===== src/rtl/dot11_set_arb.sv =====
// Setting-bus write arbiter: grants one of two requesters, issues a single-cycle
// registered strobe, then enforces GAP idle cycles before the next grant.
//
// state   | meaning
// S_IDLE  | waiting for an eligible requester; grants allowed when enable=1
// S_ISSUE | set_stb asserted for the captured write
// S_GAP   | forced idle cycles after a strobe, counted down in gap_cnt
module dot11_set_arb #(
  parameter int ADDR_W = 8,
  parameter int DATA_W = 32,
  parameter int GAP    = 2
) (
  input  logic              clock,
  input  logic              reset,
  input  logic              enable,
  input  logic              busy,
  input  logic              req0_valid,
  input  logic [ADDR_W-1:0] req0_addr,
  input  logic [DATA_W-1:0] req0_data,
  output logic              req0_ready,
  input  logic              req1_valid,
  input  logic [ADDR_W-1:0] req1_addr,
  input  logic [DATA_W-1:0] req1_data,
  output logic              req1_ready,
  output logic              set_stb,
  output logic [ADDR_W-1:0] set_addr,
  output logic [DATA_W-1:0] set_data,
  output logic              grant_id,
  output logic [15:0]       write_count
);

  localparam logic [1:0] S_IDLE  = 2'd0;
  localparam logic [1:0] S_ISSUE = 2'd1;
  localparam logic [1:0] S_GAP   = 2'd2;

  localparam logic [3:0] GAP_LOAD = 4'((GAP > 0) ? GAP - 1 : 0);

  logic [1:0] state;
  logic [3:0] gap_cnt;
  logic       last_grant;
  logic       elig0;
  logic       elig1;
  logic       can_grant;
  logic       pick1;
  logic       accept;

  // Host writes wait while the decoder is busy; system writes never do.
  always_comb begin
    elig0      = req0_valid & ~busy;
    elig1      = req1_valid;
    can_grant  = reset & enable & (state == S_IDLE);
    pick1      = elig1 & (~elig0 | ~last_grant);
    req1_ready = can_grant & pick1;
    req0_ready = can_grant & elig0 & ~pick1;
    accept     = req0_ready | req1_ready;
  end

  always_ff @(posedge clock or negedge reset) begin
    if (!reset) begin
      state       <= S_IDLE;
      gap_cnt     <= 4'd0;
      set_stb     <= 1'b0;
      set_addr    <= '0;
      set_data    <= '0;
      grant_id    <= 1'b0;
      write_count <= 16'd0;
      last_grant  <= 1'b1;
    end else begin
      set_stb <= 1'b0;
      case (state)
        S_IDLE: begin
          if (accept) begin
            state      <= S_ISSUE;
            set_stb    <= 1'b1;
            set_addr   <= req1_ready ? req1_addr : req0_addr;
            set_data   <= req1_ready ? req1_data : req0_data;
            grant_id   <= req1_ready;
            last_grant <= req1_ready;
            if (write_count != 16'hFFFF) write_count <= write_count + 16'd1;
          end
        end
        S_ISSUE: begin
          if (GAP != 0) begin
            state   <= S_GAP;
            gap_cnt <= GAP_LOAD;
          end else begin
            state <= S_IDLE;
          end
        end
        S_GAP: begin
          if (gap_cnt == 4'd0) state <= S_IDLE;
          else gap_cnt <= gap_cnt - 4'd1;
        end
        default: state <= S_IDLE;
      endcase
    end
  end

endmodule


===== config.mk =====
export PLATFORM = sky130hd
export DESIGN_NAME = dot11_set_arb
export DESIGN_NICKNAME = d
export VERILOG_FILES = /design/src/rtl/dot11_set_arb.sv
export SDC_FILE = /design/constraint.sdc
export NUM_CORES = 1
export LEC_CHECK = 0
export ABC_CLOCK_PERIOD_IN_PS = 1700
export CAP_MARGIN = 20
export CORE_MARGIN = 5
export CORE_UTILIZATION = 38
export DETAILED_ROUTE_END_ITERATION = 10
export PLACE_DENSITY = 0.86
export SLEW_MARGIN = 15
export SYNTH_ARGS = -nofsm -noshare
export SYNTH_HDL_FRONTEND = slang
export SYNTH_SLANG_ARGS = --single-unit

===== constraint.sdc =====
create_clock -name clock -period 1.7 [get_ports clock]
set_input_delay 0.34 -clock clock [delete_from_list [all_inputs] [get_ports clock]]
set_output_delay 0.34 -clock clock [all_outputs]
set_load 0.05 [all_outputs]

# After elaboration in Yosys (flattened, before gate mapping)
# Index checks and enable logic that the tools add are counted.
[classes]
n_reduce_logical = 7
eq_ne = 6
muxes = 9
n_bitwise = 13
addsub = 2
[ops]
columns = ["op", "n"]
rows = [
  ["two-way mux 32 bit", 1],
  ["adder 16 x 1 -> 16 bit (second input constant)", 1],
  ["inequality test 16 bit (second input constant)", 1],
  ["two-way mux 8 bit", 1],
  ["one-hot mux 4 bit (2 select lines)", 1],
  ["AND 1 bit", 7],
  ["inequality test 2 bit (second input constant)", 3],
  ["one-hot mux 2 bit (3 select lines)", 1],
  ["AND reduction 2 bit", 3],
  ["logical NOT 4 bit", 1],
  ["two-way mux 2 bit", 2],
  ["two-way mux 4 bit", 1],
  ["inverter 1 bit", 4],
  ["subtractor 4 x 1 -> 4 bit (second input constant)", 1],
  ["AND reduction 3 bit", 1],
  ["== test 2 x 1 -> 1 bit (second input constant)", 1],
  ["== test 2 bit (second input constant)", 1],
  ["logical NOT 2 bit", 1],
  ["two-way mux 1 bit", 2],
  ["OR 1 bit", 2],
  ["nonzero test 2 bit", 1],
]
[word_totals]
reg_bits = 65
inputBits = 86
out_inout_bits = 60
elab_cells = 45

# Depth between registers and ports, before layout
# Gate-level depths: netlist of run 1.
[depth]
ltp_word = 10
depth_mapped = 8
ltp_nobuf = 6

# Worst setup path after synthesis of run 1
# Ideal clock, no wire load.
[synth_timing]
kind = "register -> output"
start = "register state[0]"
end = "output port req0_ready"
slack_ns = -0.620
arrival_ns = 1.980
path_stages_with_launch = 7
required_ns = 1.360
n_path_buf = 3
cell_sequence = "dfrtp_1 -> buf_6 -> nor4bb_1 -> buf_4 -> nand2_4 -> buf_2 -> a21oi_1"
[synth_via]
elab_chain_len = 4
[synth_lines]
columns = ["element", "line_no", "rtl"]
rows = [
  ["start: declaration", "38", "logic [1:0] state;"],
  ["start signal: assignment", "60", "state <= S_IDLE;"],
  ["start signal: assignment", "73", "state <= S_ISSUE;"],
  ["start signal: assignment", "84", "state <= S_GAP;"],
  ["logical NOT 2 bit", "51", "can_grant = reset & enable & (state == S_IDLE);"],
  ["AND 1 bit", "51", ""],
  ["AND 1 bit (2 in series)", "54", "req0_ready = can_grant & elig0 & ~pick1;"],
  ["end: declaration", "20", "output logic req0_ready,"],
]
# No other way between the ends.

# Worst setup path after layout of run 1
[layout_timing]
start = "input port enable"
end = "output port req0_ready"
[layout_via]
elab_chain_len = 4
[layout_lines]
columns = ["element", "line_no", "rtl"]
rows = [
  ["start: declaration", "15", "input logic enable,"],
  ["AND 1 bit (2 in series)", "51", ""],
  ["AND 1 bit (2 in series)", "54", ""],
]
# No other way between the ends.

==> reports/metrics.csv, run 1 <==
metric,value,unit
grt.total_usage,17.49,%
core,0.008175,mm²
gp_congestion,0.8440,
cp.required,1.36,ns
synth_xor_area_share,3.848,%
grt_pass1_vias,2954,
swShare,47.22,%
finalNonFillerCells,580,
cts.sinks,65,
rr_worst_depth,9,
cp-end-kind,output port,
grt-ovfl-total,0,
syn-num-nets,389,
wl,9567,µm
reg2reg_from,state[0],
critPathSlowestCell,clkdlybuf4s50_1,
seq_power_share,31.2,%
clk_root_buffer_cell,clkbuf_8,
p_int,4345,µW
clk_path_buf_depth,2,
setup_ws,-0.2403,ns
reg2reg_slack,-0.17,ns
synth_cells,301,
postCtsHoldBufs,0,
synth_ff_type,dfrtp_1,
synthesis.area,0.003187,mm²
grt_setup_unrepaired,yes,
drt-initial-drc-count,67,
violations,negative setup slack,
antenna_found_initial,0,
initial_core_util,38.98,%
dp.cells,554,
final_cell_area,0.005231,mm²
cap_violations,0,
setup_viol,15,
clock_power_share,16.0,%
synth_top_family_by_area,simple AND/OR/NAND/NOR gates,
register_area,0.001639,mm²
cts_tree,yes,
port_buffers,145,
numCtsBuffers,9,
via_count,2891,
p_sw,3887,µW
via_per_inst,4.984,
start_kind,input port,
io_pins,146,
cp.arrival,1.60,ns
n_antenna_cell,0,
clkLatencyLatePin,0.34,ns
placed_cell_area,0.004750,mm²
criticalPathCategory,input port to output port,
synth-simple-area-share,15.63,%
fin_crit_sh,114.1,%
path_cells,clkdlybuf4s50_1 -> nor4bb_4 -> buf_4 -> nand2_4 -> a21oi_4 -> buf_12,
slew_viol_final,0,
nets,558,
dp_hpwl,6669,µm
critPathMaxFanout,3,
final_cell_mix,"84 x clkdlybuf4s50_1, 75 x buf_4, 55 x dfrtp_1",
dieArea,0.01032,mm²
synth_edf_count,0,
irDropWorstVdd,1.059,mV
tightest_slew,0.8436,ns
drive_gt1_share,31.16,%
syn_avg_cell_area,10.59,µm²
grt_max_degree,66,
pwr_density_cell,1574,mW/mm²
wl_per_cell,16.49,µm
synth_compound_area_share,9.815,%
status,finished with violations,
rr_endpoint,write_count[15],
cts-htree-levels,3,
hold_ws,0.1995,ns
p_leak,0.002544,µW
fillers,638,
synth_top_area_share,50.26,%
clk_pin_slew,0.08,ns
num_rows,33,
post_synth_num_cell_types,37,
yosys_warnings,0,
synth-seq-area-share,51.08,%
synth_top_area_cell,dfrtp_1,
grt_pass1_wl,14090,µm
ys_ff_latch,65,
async_reset_ff_share,100.0,%
multi_input_area,0.001570,mm²
synth.area.mux_share,13.62,%
antenna_left,0,
fin_skew,0.01113,ns
hp-class,input port to asynchronous set/reset pin,
die_w,101.6,µm
dieHeight,101.6,µm
max_stage_delay,0.46,ns
synth_fa_ha_area_share,0.7852,%
relSlewSlack,43.76,%
p_comb_share,52.8,%
final_common_cell,clkdlybuf4s50_1,
yosys-top-cells-area,"dfrtp_1 50%, mux2i_1 13%, a21oi_1 7.1%",
dr.pass1.iters,4,
hold_viol,0,
period_needed,1.940,ns
syn_to_final_growth,64.15,%
drcViolationCount,0,
fmax,515.4,MHz
power.total,8232,µW
-- final cells by class --
type	instances	area share, %
clock buffer	9	2.368
clock inverter	7	1.363
inverter	7	0.5740
multi-input combinational	212	30.02
sequential	65	31.33
tap	105	2.511
timing repair buffer	175	31.83
-- state kept, by name, summed over array words and instances, names as in the netlist --
| name | cells |
|---|---|
| set_data | 32 |
| grant_id | 1 |
| gap_cnt | 4 |
| set_stb | 1 |
| set_addr | 8 |
| write_count | 16 |
| state | 2 |
| last_grant | 1 |
-- power by group through the flow --
stage,clock [µW],sequential [µW],combinational [µW]
after floorplan,0,4420,957
after global placement,0,2530,4180
final,1320,2570,4350
after detailed placement,0,2580,4270
after CTS,1350,2560,4290
after global routing,1420,2660,4550
-- layer usage --
metal / part of all wire, % / GRT usage, % / up-vias / wire (µm)
met1: 39 / 20.16 / 1393 / 3776
met3: 7.0 / 5.096 / 11 / 666
met5: 0 / 0 / - / 0
li1: - / - / 1385 / -
met4: 1.3 / 6.339 / 0 / 123
met2: 52 / 30.78 / 102 / 5000
-- worst max-delay path by stage --
stage                         from         endpoint  depth (start not counted)
after floorplan           state[0]       req0_ready                          6
after global placement      enable       req1_ready                          6
after detailed placement    enable  write_count[15]                          7
after CTS                 state[1]       req0_ready                          5
after global routing      state[0]       req0_ready                          5
final                       enable       req0_ready                          6
-- worst max-delay path: cells and delay by family --
family | cells | cell delay [ns]
AO/OA/AOI/OAI | 1 | 0.15
buffers and inverters | 3 | 0.79
AND/OR/NAND/NOR | 2 | 0.33
-- per-stage QoR --
stage,setup WS (ns),utilization (%),setup TNS [ns]
finish,-0.2403,63.99,-1.770
global route,-0.3149,63.99,-4.943
CTS,-0.2477,60.84,-0.5189
detailed placement,-0.3369,58.10,-16.02
global placement,-0.3354,58.10,-15.64
floorplan,-0.1227,-,-0.2326
-- cells by family (layout without fill, tap and decap cells) --
kind of cell             Yosys count  count (layout)
adder cells (fa/ha/maj)            2               2
AO/OA/AOI/OAI                     54              54
flip-flops                        65              65
buffers and inverters             24             198
XOR/XNOR                          14              14
AND/OR/NAND/NOR                   99              99
multiplexers                      43              43
-- repair_timing --
item,CTS,global route
setup endpoints to repair,2,60
resized for setup,2,32
buffers inserted,2,6
cloned,0,3
pin swaps,5,15
-- synthesized netlist by cell type (3+ instances only) --
| cell | number |
|---|---|
| dfrtp_1 | 64 |
| buf_2 | 4 |
| a21oi_1 | 45 |
| nor2_1 | 45 |
| buf_6 | 8 |
| nand4_1 | 4 |
| and3_1 | 3 |
| nand3_1 | 6 |
| nand2_1 | 13 |
| and2_1 | 3 |
| mux2_2 | 3 |
| nor3_2 | 5 |
| inv_1 | 7 |
| xor2_1 | 14 |
| buf_4 | 3 |
| nor3_1 | 7 |
| mux2i_1 | 40 |
| nor3b_1 | 3 |
No activity file was read; power rests on OpenSTA's default activity.
==> inputs of run 2 (changes only) <==
Settings changed: REMOVE_ABC_BUFFERS from default to 1.
==> run 2 against run 1 <==
Effect of this change:
- the run still ends with negative setup slack left
- global-route usage grew 1.1 points
- sequential share of layout area barely moved
- cell count is the same
- sequential power decreased by 2%
- count of clock-buffer cells in the layout grew 2
==> reports/metrics.csv, run 2 (synthesized netlist as in run 1, its figures left out) <==
metric,value,unit,change
status,finished with violations,,
violations,negative setup slack,,
critPathMostFrequentCell,buf_4,,
grt_setup_unrepaired,yes,,
path_cells,nor4bb_4 -> buf_4 -> buf_4 -> nand3_4 -> inv_2 -> buf_12,,
hp-class,input port to asynchronous set/reset pin,,
cts_tree,yes,,
rr_worst_depth,7,,-2
cap_violations,0,,unchanged
initial_core_util,38.98,%,unchanged
numCtsBuffers,9,,unchanged
relSlewSlack,43.53,%,-0.23 points
clk_root_buffer_cell,clkbuf_8,,
cts.sinks,65,,unchanged
cp.arrival,1.65,ns,+0.05 ns
antenna_left,0,,unchanged
grt-ovfl-total,0,,unchanged
clk_path_buf_depth,2,,unchanged
reg_top3,"set_data (32), write_count (16), set_addr (8)",,
drcViolationCount,0,,unchanged
wl_per_cell,16.56,µm,+0.39%
clk_pin_slew,0.06,ns,-0.02 ns
setup_viol,26,,+11
drt-initial-drc-count,80,,+19%
criticalPathCategory,register to output port,,
io_pins,146,,unchanged
fmax,502.4,MHz,-2.5%
multi_input_area,0.001478,mm²,-5.9%
gp_congestion,0.8226,,-2.5%
port_buffers,145,,unchanged
clkLatencyLatePin,0.33,ns,about the same
hold_viol,0,,unchanged
drive_gt1_share,28.21,%,-2.9 points
cts-htree-levels,3,,unchanged
via_count,2907,,+0.55%
via_per_inst,5.012,,+0.55%
postCtsHoldBufs,0,,unchanged
period_needed,1.991,ns,+0.05021 ns
dieArea,0.01032,mm²,unchanged
num_rows,33,,unchanged
die_w,101.6,µm,unchanged
final_common_cell,clkdlybuf4s50_1,,
core,0.008175,mm²,unchanged
grt_pass1_wl,14800,µm,+5.0%
top_register,set_data,,
setup_tns,-2.061,ns,-0.2906 ns
irDropWorstVdd,1.190,mV,+12%
fillers,668,,+4.7%
tightest_slew,0.8471,ns,+0.003411 ns
final_cell_mix,"84 x clkdlybuf4s50_1, 79 x buf_4, 63 x dfrtp_1",,
wl,9604,µm,+0.39%
cp-end-kind,output port,,
grt_pass1_vias,3028,,+2.5%
dieHeight,101.6,µm,unchanged
dp_hpwl,6637,µm,-0.47%
grt_max_degree,66,,unchanged
slew_viol_final,0,,unchanged
max_stage_delay,0.41,ns,-0.05 ns
n_antenna_cell,0,,unchanged
antenna_found_initial,0,,unchanged
start_kind,register,,
dr.pass1.iters,4,,unchanged
grt.total_usage,18.56,%,+1.1 points
fin_skew,0.007356,ns,-0.003772 ns
critPathSlowestCell,dfrtp_1,,
register_area,0.001629,mm²,-0.61%
setup_ws,-0.2906,ns,-0.05021 ns
p_leak,0.002602,µW,+2.3%
cp.required,1.36,ns,about the same
fin_crit_sh,117.1,%,+3.0 points
fin_util,63.50,%,-0.49 points
syn_to_final_growth,62.90,%,
pwr_density_cell,1643,mW/mm²,+4.4%
largest_register_ffs,32,,unchanged
nets,560,,+0.36%
critPathMaxFanout,3,,unchanged
==> run 2: metrics by stage <==
stage	std cells	area (µm²)	hold slack, ns	setup slack (ns)	total power (µW)
2_1_floorplan	284	3047	0.04441	-2.725	5297
3_3_place_gp	556	4751	0.4625	-0.3316	6856
3_5_place_dp	556	4751	0.4756	-0.4018	6992
4_1_cts	575	5104	0.3001	-0.3356	8522
5_1_grt	580	5191	0.3531	-0.3559	8916
6_report	580	5191	0.2712	-0.2906	8529
==> run 2: final cells by class <==
cell class / instances / share of cell area, %
clock buffers: 11 / 2.916
clock inverters: 3 / 1.253
inverters: 7 / 0.5061
multi-input cells: 212 / 28.46
flip-flops and latches: 65 / 31.38
well taps: 105 / 2.531
repair buffers: 177 / 32.95
==> run 2: power by group <==
part | leakage, µW | internal (µW) | switching (µW)
Combinational | 0.00172 | 1660 | 2890
Sequential | 0.000767 | 2150 | 385
Clock | 0.000111 | 888 | 564
Total | 0.00260 | 4690 | 3840
==> run 2: timing repair <==
item                       in CTS  in global routing
gates cloned                    3                  1
resized for setup               9                 12
setup endpoints to repair      55                 60
pin swaps                       8                  5
setup buffers                   2                  4
==> run 2: critical path, delay by kind of cell, from the launching register on <==
family                 cells  cell delay, ns
buffers and inverters      4            0.52
DFF                        1            0.41
and+or+nand+nor            2            0.39
==> run 2: final timing paths <==
path	endpoint	slack (ns)	start
setup / recovery	req1_ready	-0.29	state[0]
hold / removal	gap_cnt[1]	0.27	reset
setup reg to reg	write_count[12]	-0.15	state[0]
hold reg to reg	last_grant	0.49	last_grant
max in group asynchronous	write_count[8]	0.84	reset
min in group clock	last_grant	0.49	last_grant
==> run 2: layer usage <==
metal	global-route usage [%]	wire, µm
met5	0	0
met4	7.157	144
met3	4.201	587
met2	33.70	5210
met1	21.08	3660
